`src/rtl/rptr_empty_ctrl.sv`:
```
// rtl/rptr_empty_ctrl.sv - async FIFO read pointer, empty/almost-empty flags, fill level and flush
// Optional underflow checker compiled in with RPTR_UNDERFLOW_CHK_EN.
module rptr_empty_ctrl #(
  parameter int ADDRSIZE = 4
) (
  input  logic                rclk_i,
  input  logic                rrst_n_i,
  input  logic                ren,
  input  logic                flush,
  input  logic [ADDRSIZE:0]   wptr_sync2_rdclk,
  input  logic [ADDRSIZE:0]   ae_thresh,
  output logic [ADDRSIZE-1:0] rd_addr,
  output logic [ADDRSIZE:0]   rptr_g,
  output logic                fifo_empty,
  output logic                fifo_almost_empty,
  output logic [ADDRSIZE:0]   rd_level
`ifdef RPTR_UNDERFLOW_CHK_EN
  ,
  output logic                underflow
`endif
);

  logic [ADDRSIZE:0] rbin;
  logic [ADDRSIZE:0] wbin;
  logic [ADDRSIZE:0] rbin_next;
  logic [ADDRSIZE:0] rgray_next;
  logic [ADDRSIZE:0] lvl_next;
  logic              rinc;

  // XOR prefix from the MSB down
  function automatic logic [ADDRSIZE:0] gray2bin(input logic [ADDRSIZE:0] g);
    logic [ADDRSIZE:0] b;
    b[ADDRSIZE] = g[ADDRSIZE];
    for (int i = ADDRSIZE - 1; i >= 0; i--) begin
      b[i] = b[i+1] ^ g[i];
    end
    return b;
  endfunction

  assign wbin = gray2bin(wptr_sync2_rdclk);
  assign rinc = ren & ~fifo_empty & ~flush;

  // Flush jumps the read pointer onto the write pointer, dropping everything visible
  always_comb begin
    rbin_next = rbin;
    if (flush) begin
      rbin_next = wbin;
    end else begin
      rbin_next = rbin + {{ADDRSIZE{1'b0}}, rinc};
    end
  end

  assign rgray_next = (rbin_next >> 1) ^ rbin_next;
  assign lvl_next   = wbin - rbin_next;
  assign rd_addr    = rbin[ADDRSIZE-1:0];

  always_ff @(posedge rclk_i or negedge rrst_n_i) begin
    if (!rrst_n_i) begin
      rbin              <= '0;
      rptr_g            <= '0;
      rd_level          <= '0;
      fifo_empty        <= 1'b1;
      fifo_almost_empty <= 1'b1;
    end else begin
      rbin              <= rbin_next;
      rptr_g            <= rgray_next;
      rd_level          <= lvl_next;
      fifo_empty        <= (lvl_next == '0);
      fifo_almost_empty <= (lvl_next <= ae_thresh);
    end
  end

`ifdef RPTR_UNDERFLOW_CHK_EN
  // Sticky until flush or reset
  always_ff @(posedge rclk_i or negedge rrst_n_i) begin
    if (!rrst_n_i) begin
      underflow <= 1'b0;
    end else if (flush) begin
      underflow <= 1'b0;
    end else if (ren && fifo_empty) begin
      underflow <= 1'b1;
    end
  end
`endif

endmodule

```
`config.mk`:
```
export PLATFORM = sky130hd
export DESIGN_NAME = rptr_empty_ctrl
export DESIGN_NICKNAME = d
export VERILOG_FILES = /design/src/rtl/rptr_empty_ctrl.sv
export SDC_FILE = /design/constraint.sdc
export NUM_CORES = 1
export LEC_CHECK = 0
export ABC_CLOCK_PERIOD_IN_PS = 8750
export CORE_MARGIN = 4
export CORE_UTILIZATION = 52
export CTS_CLUSTER_SIZE = 14
export DETAILED_ROUTE_END_ITERATION = 8
export PLACE_DENSITY_LB_ADDON = 0.3
export SETUP_SLACK_MARGIN = 0.02
export SLEW_MARGIN = 40
export SYNTH_ARGS = -nofsm -noshare
export SYNTH_HDL_FRONTEND = slang
export SYNTH_SLANG_ARGS = --single-unit
```
`constraint.sdc`:
```
create_clock -name rclk_i -period 8.75 [get_ports rclk_i]
set_input_delay 1.75 -clock rclk_i [delete_from_list [all_inputs] [get_ports rclk_i]]
set_output_delay 1.75 -clock rclk_i [all_outputs]
set_load 0.005 [all_outputs]
```
==> metrics.yaml, run 1 <==
final.period_utilization: 0.613
grt_pass1_vias: 994
syn_nets: 141
clock_latency_ps: 280
cts_made_buffers: 3
cts_resized: 0
synth_mux_area_frac: 0.0181
cp.arrival_ps: 5550
synth_seq_cells: 16
worstPathRequired_ps: 8940
grt_setup_unrepaired: "false"
syn_inst: 117
fmax_ghz: 0.186
tightest_slew_ps: 676
synth-adder-area-share: 0.107
cts_max_level: 1
setup_viol: 0
num_antenna_cells: 0
cap_violations: 0
drt-pass1-iter-count: 4
power_leakage_nw: 0.669
drive_gt1_frac: 0.103
synth_warnings: 0
drv_slew: 0
hold_buffers: 0
num_rows: 16
die_h_um: 55.5
end_kind: "flop"
grt_pass1_wl_um: 4370
final_cells: 172
synth_top_flop_cell: "dfrtp_1"
routed_wl_um: 2640
synth_compound_area_frac: 0.147
setup_tns_ps: 0
synth_seq_area_share: 0.344
start_kind: "input port"
total_power_mw: 0.365
core_area_um2: 2040
fin_crit_ps: 5360
dp_hpwl_um: 2130
synth-simple-area-share: 0.143
routedWlPerCell_um: 15.4
nets: 170
cts_tree: "done"
power_density_nw_per_um2: 247
ir_drop_uv: 153
grt_overflow_total: 0
drc: 0
synth_top_family_by_area: "XOR/XNOR gates"
grt_max_degree: 17
cts_root_buf: "clkbuf_4"
drt_iter0_markers: 20
via_per_inst: 5.58
async_flop_share: 1.00
ant_nets: 0
die_width_um: 55.5
clockBufferDepth: 2
syn_avg_cell_area_um2: 10.0
top_level_ports: 30
hold_violations: 0
clk_pin_slew_worst_paths_ps: 100
relSlewSlack: 0.548
die_area_um2: 3080
crit_type: "input port to flop"
start_util: 0.574
syn_area_um2: 1170
synth_edf_count: 0
syn2layout_area_growth_pct: 26.0
placed_cells_incl_taps: 168
via_count: 960
status: "complete, no violations"
clock_sinks: 16
hold_class: "flop to flop"
grt_antenna_before_repair: 0
fin_skew_ps: 16.7
port_buffers: 29
place_congestion: 0.822
cts_setup_buffers: 0
critPathMaxFanout: 10
grtUsageTotal: 0.175
synthDistinctLibCells: 42
synthXorXnorAreaFrac: 0.174
registers in the layout, summed over array words and instances, names as in the netlist:
signal,flops
rbin,5
rd_level,5
rptr_g,4
fifo_almost_empty,1
fifo_empty,1
cell usage in the layout, fill, tap and decap left out, drive strengths merged, types with 2 or more instances in the layout:
cell and n:
xnor3 2, nor3b 2, inv 9, dfstp 2, and3 3, a21oi 7, nand2 7, xor2 6
clkdlybuf4s50 29, ha 10, nor2b 2, and2 2, nand3 4, xnor2 8, nand2b 3, nor2 7
dfrtp 14, o21ai 8, nor3 2, clkbuf 4
kinds of logic after synthesis:
family          after synthesis
simple gates                 32
flops                        16
compound gates               26
mux                           2
xor+xnor                     17
fa+ha+maj                    10
buf+inv                      14
layer usage:
layer,vias up,routed length [um],global-route usage,part of all wire
li1,458,-,-,-
met1,464,1130,0.207,0.43
met2,36,1330,0.316,0.50
met3,2,149,0.0210,0.056
met4,0,34,0.0764,0.013
met5,-,0,0,0
critical path, cell delays in order:
cell	delay, ps
clkdlybuf4s50_1	620
xnor3_2	590
xor2_1	200
xor2_1	180
o21ai_0	270
ha_1	240
inv_1	50
ha_1	210
a31oi_1	260
o21ai_0	150
a22o_2	250
a21o_1	200
ha_1	290
nor2b_1	140
o22ai_1	160
synthesized netlist by cell type, types with 2 or more instances:
| cell type | n | area, um2 |
|---|---|---|
| o21ai_0 | 7 | 35.0 |
| buf_6 | 2 | 22.5 |
| xnor2_1 | 8 | 70.1 |
| nand3_1 | 4 | 20.0 |
| dfstp_2 | 2 | 52.6 |
| a21oi_1 | 7 | 35.0 |
| nor3b_1 | 2 | 15.0 |
| dfrtp_1 | 14 | 350 |
| and3_1 | 2 | 12.5 |
| nor2_1 | 7 | 26.3 |
| nor2b_1 | 2 | 12.5 |
| nand2b_1 | 3 | 18.8 |
| ha_1 | 10 | 125 |
| xor2_1 | 5 | 43.8 |
| nand2_1 | 7 | 26.3 |
| inv_1 | 9 | 33.8 |
worst paths after layout:
check,startpoint,end,slack [ps],cells after the start
max in group asynchronous,rrst_n_i,rd_level[0],6430,1
max,wptr_sync2_rdclk[4],fifo_almost_empty,3390,15
min in group asynchronous,rrst_n_i,rbin[0],1870,1
min,rbin[1],rbin[1],770,3
max reg2reg,fifo_empty,fifo_almost_empty,5350,13
min reg2reg,rbin[1],rbin[1],770,3
report_power, final:
group	switching [mW]	internal, mW	leakage [nW]
Clock	0.0209	0.0176	0.0150
Combinational	0.101	0.114	0.469
Sequential	0.0106	0.101	0.186
Total	0.132	0.233	0.669
through the flow:
stage	util	hold WS, ps	instance area [um2]	setup slack (ps)
after floorplan	-	667	1170	4140
after global placement	0.711	715	1450	3440
after detailed placement	0.711	756	1450	3180
after CTS	0.724	774	1480	3450
after global routing	0.724	836	1480	3220
final	0.724	772	1480	3390
final cells by class:
class,count,area [um2]
Multi-Input combinational cell,87,691
Tap cell,27,33.8
Fill cell,158,564
Inverter,9,33.8
Clock buffer,4,26.3
Timing Repair Buffer,29,290
Sequential cell,16,403
Power figures use the tool's default switching activity.
==> inputs of run 2 (changes only) <==
ABC_CLOCK_PERIOD_IN_PS = 4850   (was 8750)
CORE_UTILIZATION = 44   (was 52)
clock period = 4.85 ns   (was 8.75 ns; I/O delays follow)
==> run 2 against run 1 <==
Effect of this change: die area rose by 15%; sequential share of layout area shrank 0.52 points; via count shrank 2.5%; global-route usage decreased by 2.6 points; largest cell class unchanged; highest routed layer unchanged.
==> metrics.yaml, run 2 (synthesized netlist as in run 1, its figures left out) <==
place_area_um2: 1470  # was 1450 um2
cts_resized: 0  # unchanged
cp.arrival_ps: 4540  # was 5550 ps
grt_antenna_before_repair: 0  # unchanged
fin_skew_ps: 5.30  # was 16.7 ps
critPathMaxFanout: 10  # unchanged
crit_path_frequent_cell: "ha_1"  # unchanged
crit_type: "input port to flop"  # unchanged
drv_slew: 0  # unchanged
drt-pass1-iter-count: 4  # unchanged
cpLargestDelayFamily: "compound AO/OA/AOI/OAI gates"  # unchanged
min-delay-start: "rbin[1]"  # unchanged
r2r-start: "fifo_empty"  # unchanged
grt_overflow_total: 0  # unchanged
hold_slack_ps: 754  # was 772 ps
total_power_mw: 0.669  # was 0.365 mW
p_switching_mw: 0.234  # was 0.132 mW
power_leakage_nw: 0.685  # was 0.669 nW
port_buffers: 29  # unchanged
top_regs: "rbin x5, rd_level x5, rptr_g x4"  # unchanged
nets: 172  # was 170
setup_tns_ps: 0  # unchanged
worstPathRequired_ps: 5050  # was 8940 ps
timing.rr.end: "fifo_almost_empty"  # unchanged
clock_latency_ps: 280  # about the same
clk_pin_slew_worst_paths_ps: 90  # was 100 ps
syn2layout_area_growth_pct: 28.5  # was 26.0%
hold_violations: 0  # unchanged
hold_path_depth: 3  # unchanged
layout_commonest_cell: "clkdlybuf4s50_1"  # unchanged
start_kind: "input port"  # unchanged
final.period_utilization: 0.895
power_frac_seq: 0.302  # was 0.307
die_width_um: 59.6  # was 55.5 um
drt_iter0_markers: 14  # was 20
core_area_um2: 2500  # was 2040 um2
cts_made_buffers: 3  # unchanged
grtUsageTotal: 0.150  # was 0.175
cts_root_buf: "clkbuf_4"  # unchanged
grt_pass1_vias: 927  # was 994
via_per_inst: 5.29  # was 5.58
start_util: 0.469  # was 0.574
slowest_stage: "clkdlybuf4s50_1"  # unchanged
routed_wl_um: 2490  # was 2640 um
die_h_um: 59.6  # was 55.5 um
drive_gt1_frac: 0.122  # was 0.103
final_cell_area_um2: 1510  # was 1480 um2
end_kind: "flop"  # unchanged
grt_setup_unrepaired: "false"  # unchanged
p_clk_frac: 0.128  # was 0.105
via_count: 936  # was 960
final_cell_mix: "clkdlybuf4s50_1, dfrtp_1, ha_1, inv_1, xnor2_1"  # unchanged
place_congestion: 0.863  # was 0.822
postLayoutCoreUtil: 0.603  # was 0.724
dp_hpwl_um: 2020  # was 2130 um
die_area_um2: 3550  # was 3080 um2
routedWlPerCell_um: 14.1  # was 15.4 um
ir_drop_uv: 278  # was 153 uV
clockBufferDepth: 2  # unchanged
reg2reg_depth: 13  # unchanged
cts_setup_buffers: 0  # unchanged
fmax_ghz: 0.230
ant_nets: 0  # unchanged
power_density_nw_per_um2: 444  # was 247 nW/um2
drc: 0  # unchanged
tightest_slew_ps: 684  # was 676 ps
swShare: 0.350  # was 0.362
relSlewSlack: 0.542  # was 0.548
crit_buf_inv: 2  # unchanged
cts_tree: "done"  # unchanged
top_level_ports: 30  # unchanged
status: "complete, no violations"  # unchanged
num_antenna_cells: 0  # unchanged
pwr-share-comb: 0.570  # was 0.588
slowest_delay_ps: 580  # was 620 ps
hold_class: "flop to flop"  # unchanged
grt_max_degree: 17  # unchanged
cap_violations: 0  # unchanged
fin_crit_ps: 4340
intPower_mw: 0.435  # was 0.233 mW
reg2reg_slack_ps: 1500  # was 5350 ps
hold_buffers: 0  # unchanged
setup_viol: 0  # unchanged
cts_max_level: 1  # unchanged
grt_pass1_wl_um: 4000  # was 4370 um
hold_end: "rbin[1]"  # unchanged
num_rows: 18  # was 16
clock_sinks: 16  # unchanged
crit_chain: "clkdlybuf4s50_1, xnor3_2, xor2_1, xor2_1, o21ai_0, ha_1, inv_1, ha_1, a31oi_1, nor2_1, a22o_2, a21o_1, ha_1, nor2b_1, o22ai_1"  # was clkdlybuf4s50_1, xnor3_2, xor2_1, xor2_1, o21ai_0, ha_1, inv_1, ha_1, a31oi_1, o21ai_0, a22o_2, a21o_1, ha_1, nor2b_1, o22ai_1
## run 2: cell count changes in the layout (fill, tap and decap cells not counted)
cell	previous run	this run
buf_4	0	2
clkbuf_1	1	0
clkbuf_8	0	1
## run 2: how the worst max path moves through the flow
stage                         from                 to  slack, ps  depth (start not counted)
2_1_floorplan  wptr_sync2_rdclk[4]  fifo_almost_empty       1020                         15
3_3_place_gp   wptr_sync2_rdclk[3]  fifo_almost_empty        450                         15
3_5_place_dp   wptr_sync2_rdclk[3]  fifo_almost_empty        290                         15
4_1_cts        wptr_sync2_rdclk[3]  fifo_almost_empty        580                         15
5_1_grt        wptr_sync2_rdclk[3]  fifo_almost_empty        300                         15
6_report       wptr_sync2_rdclk[3]  fifo_almost_empty        510                         15
## run 2: power by group through the flow
stage                     sequential (mW)  clock, mW  combinational, mW
after CTS                           0.203     0.0879              0.383
after global placement              0.204          0              0.372
after global routing                0.209     0.0907              0.424
final                               0.202     0.0858              0.381
after detailed placement            0.206          0              0.382
after floorplan                     0.211          0              0.219
## run 2: stage by stage
step | worst slack, ps | cells
3_5_place_dp | 292 | 173
3_3_place_gp | 445 | 173
5_1_grt | 297 | 177
6_report | 511 | 177
2_1_floorplan | 1020 | 117
4_1_cts | 584 | 177
## run 2: routing by layer
layer  routed length, um  up-vias  GRT usage  part of all wire
met5                   0        -          0                 0
met4                  27        0     0.0633             0.011
met3                 156        2    0.00654             0.063
met2                1180       35      0.259              0.47
met1                1130      437      0.193              0.45
li1                    -      462          -                 -
## run 2: final cells by class
type,instances,area (um2)
Timing Repair Buffer,31,305
Inverter,9,33.8
Multi-Input combinational cell,87,691
Tap cell,30,37.5
Clock buffer,4,36.3
Fill cell,218,993
Sequential cell,16,403
## run 2: worst min-delay path, delay by kind of cell (launching register included)
family          cells  cell delay, ps
simple gates        1             100
flops               1             410
xor+xnor            1             150
compound gates      1              60
==> inputs of run 3 (changes only) <==
RECOVER_POWER = 100   (was not set)
==> run 3 against run 2 <==
Effect of this change: sequential share of layout area up 0.11 points; clock-buffer cell count did not move; first-iteration DRC count is 21% lower; core utilization is 0.25 points lower; power is 3.3% lower; combinational power decreased by 5.2%; setup slack worse by 100 ps; sequential power barely moved; fmax is 2.3% lower; critical path depth is the same.
==> metrics.yaml, run 3 (synthesized netlist as in run 1, its figures left out) <==
status: "complete, no violations"  # unchanged
critPathMaxFanout: 10  # unchanged
power_frac_seq: 0.309  # was 0.302
grt_max_degree: 17  # unchanged
power_density_nw_per_um2: 431  # was 444 nW/um2
cts_max_level: 1  # unchanged
worstPathRequired_ps: 5050  # about the same
port_buffers: 29  # unchanged
grtUsageTotal: 0.150  # unchanged
pwr-share-comb: 0.558  # was 0.570
place_area_um2: 1470  # unchanged
intPower_mw: 0.415  # was 0.435 mW
drv_slew: 0  # unchanged
drt-pass1-iter-count: 5  # was 4
nets: 172  # unchanged
via_count: 918  # was 936
cts_root_buf: "clkbuf_4"  # unchanged
place_congestion: 0.863  # unchanged
setup_tns_ps: 0  # unchanged
power_leakage_nw: 0.692  # was 0.685 nW
top_level_ports: 30  # unchanged
grt_overflow_total: 0  # unchanged
dp_hpwl_um: 2020  # unchanged
die_h_um: 59.6  # unchanged
cts_resized: 0  # unchanged
cts_made_buffers: 3  # unchanged
tightest_slew_ps: 689  # was 684 ps
drc: 0  # unchanged
fmax_ghz: 0.225  # was 0.230 GHz
post-place-ws_ps: 292  # unchanged
hold_slack_ps: 743  # was 754 ps
grt_setup_unrepaired: "false"  # unchanged
fin_crit_ps: 4440  # was 4340 ps
clockBufferDepth: 2  # unchanged
final_cell_area_um2: 1500  # was 1510 um2
crit_type: "input port to flop"  # unchanged
p_clk_frac: 0.134  # was 0.128
end_kind: "flop"  # unchanged
fill_cells: 219  # was 218
die_width_um: 59.6  # unchanged
grt_antenna_before_repair: 0  # unchanged
hold_class: "flop to flop"  # unchanged
num_rows: 18  # unchanged
final.period_utilization: 0.916  # was 0.895
fin_skew_ps: 5.61  # was 5.30 ps
cts_setup_buffers: 0  # unchanged
ir_drop_uv: 263  # was 278 uV
drive_gt1_frac: 0.102  # was 0.122
ant_nets: 0  # unchanged
setup_viol: 0  # unchanged
final_cell_mix: "dlygate4sd3_1, dfrtp_1, ha_1, clkdlybuf4s50_1, inv_1"  # was clkdlybuf4s50_1, dfrtp_1, ha_1, inv_1, xnor2_1
fin_ws_ps: 407  # was 511 ps
relSlewSlack: 0.539  # was 0.542
grt_pass1_wl_um: 4000  # unchanged
start_kind: "input port"  # unchanged
layout_commonest_cell: "dlygate4sd3_1"  # was clkdlybuf4s50_1
hold_buffers: 0  # unchanged
routedWlPerCell_um: 14.1  # about the same
hold_violations: 0  # unchanged
grt_pass1_vias: 927  # unchanged
swShare: 0.358  # was 0.350
clock_sinks: 16  # unchanged
core_area_um2: 2500  # unchanged
die_area_um2: 3550  # unchanged
num_antenna_cells: 0  # unchanged
syn2layout_area_growth_pct: 28.0  # was 28.5%
cts_tree: "done"  # unchanged
start_util: 0.469  # unchanged
postLayoutCoreUtil: 0.600  # was 0.603
cp.arrival_ps: 4640  # was 4540 ps
drt_iter0_markers: 11  # was 14
cap_violations: 0  # unchanged
top_regs: "rbin x5, rd_level x5, rptr_g x4"  # unchanged
clock_latency_ps: 280  # about the same
via_per_inst: 5.19  # was 5.29
routed_wl_um: 2490  # about the same
clk_pin_slew_worst_paths_ps: 90  # about the same
p_switching_mw: 0.232  # was 0.234 mW
[run 3: critical path, stage by stage]
cell and delay (ps):
dlygate4sd3_1 650, xnor3_1 510, xor2_1 230, xor2_1 190
o21ai_0 240, ha_1 220, inv_1 50, ha_1 210
a31oi_1 240, nor2_1 110, a22o_2 250, a21o_1 180
ha_1 280, nor2b_1 130, o22ai_1 150
[run 3: layer usage]
metal,track usage,routed length (um),up-vias
li1,-,-,462
met1,0.193,1140,429
met2,0.259,1180,25
met3,0.00654,138,2
met4,0.0633,25,0
met5,0,0,-
[run 3: final cells by class]
| type | count | area [um2] | area share |
|---|---|---|---|
| Sequential cell | 16 | 403 | 0.269 |
| Multi-Input combinational cell | 87 | 684 | 0.456 |
| Timing Repair Buffer | 31 | 305 | 0.204 |
| Inverter | 9 | 33.8 | 0.0225 |
| Tap cell | 30 | 37.5 | 0.0250 |
| Clock buffer | 4 | 36.3 | 0.0242 |
[run 3: worst paths after layout]
path,startpoint,endpoint,slack [ps],cells after the start
setup reg to reg,fifo_empty,fifo_almost_empty,1430,12
setup / recovery,wptr_sync2_rdclk[3],fifo_almost_empty,410,15
min in group asynchronous,rrst_n_i,rbin[0],1160,1
max in group asynchronous,rrst_n_i,rd_level[1],3250,1
hold / removal,rbin[1],rbin[1],740,3
hold reg to reg,rbin[1],rbin[1],740,3
[run 3: through the flow]
step           cells  power (mW)
2_1_floorplan    117       0.429
3_3_place_gp     173       0.576
3_5_place_dp     173       0.588
4_1_cts          177       0.675
5_1_grt          177       0.702
6_report         177       0.647
[run 3: power by group through the flow]
| stage | Combinational [mW] | Sequential, mW | Clock [mW] |
|---|---|---|---|
| floorplan | 0.219 | 0.211 | 0 |
| global placement | 0.372 | 0.204 | 0 |
| detailed placement | 0.382 | 0.206 | 0 |
| CTS | 0.383 | 0.203 | 0.0879 |
| global route | 0.404 | 0.207 | 0.0907 |
| finish | 0.361 | 0.200 | 0.0864 |
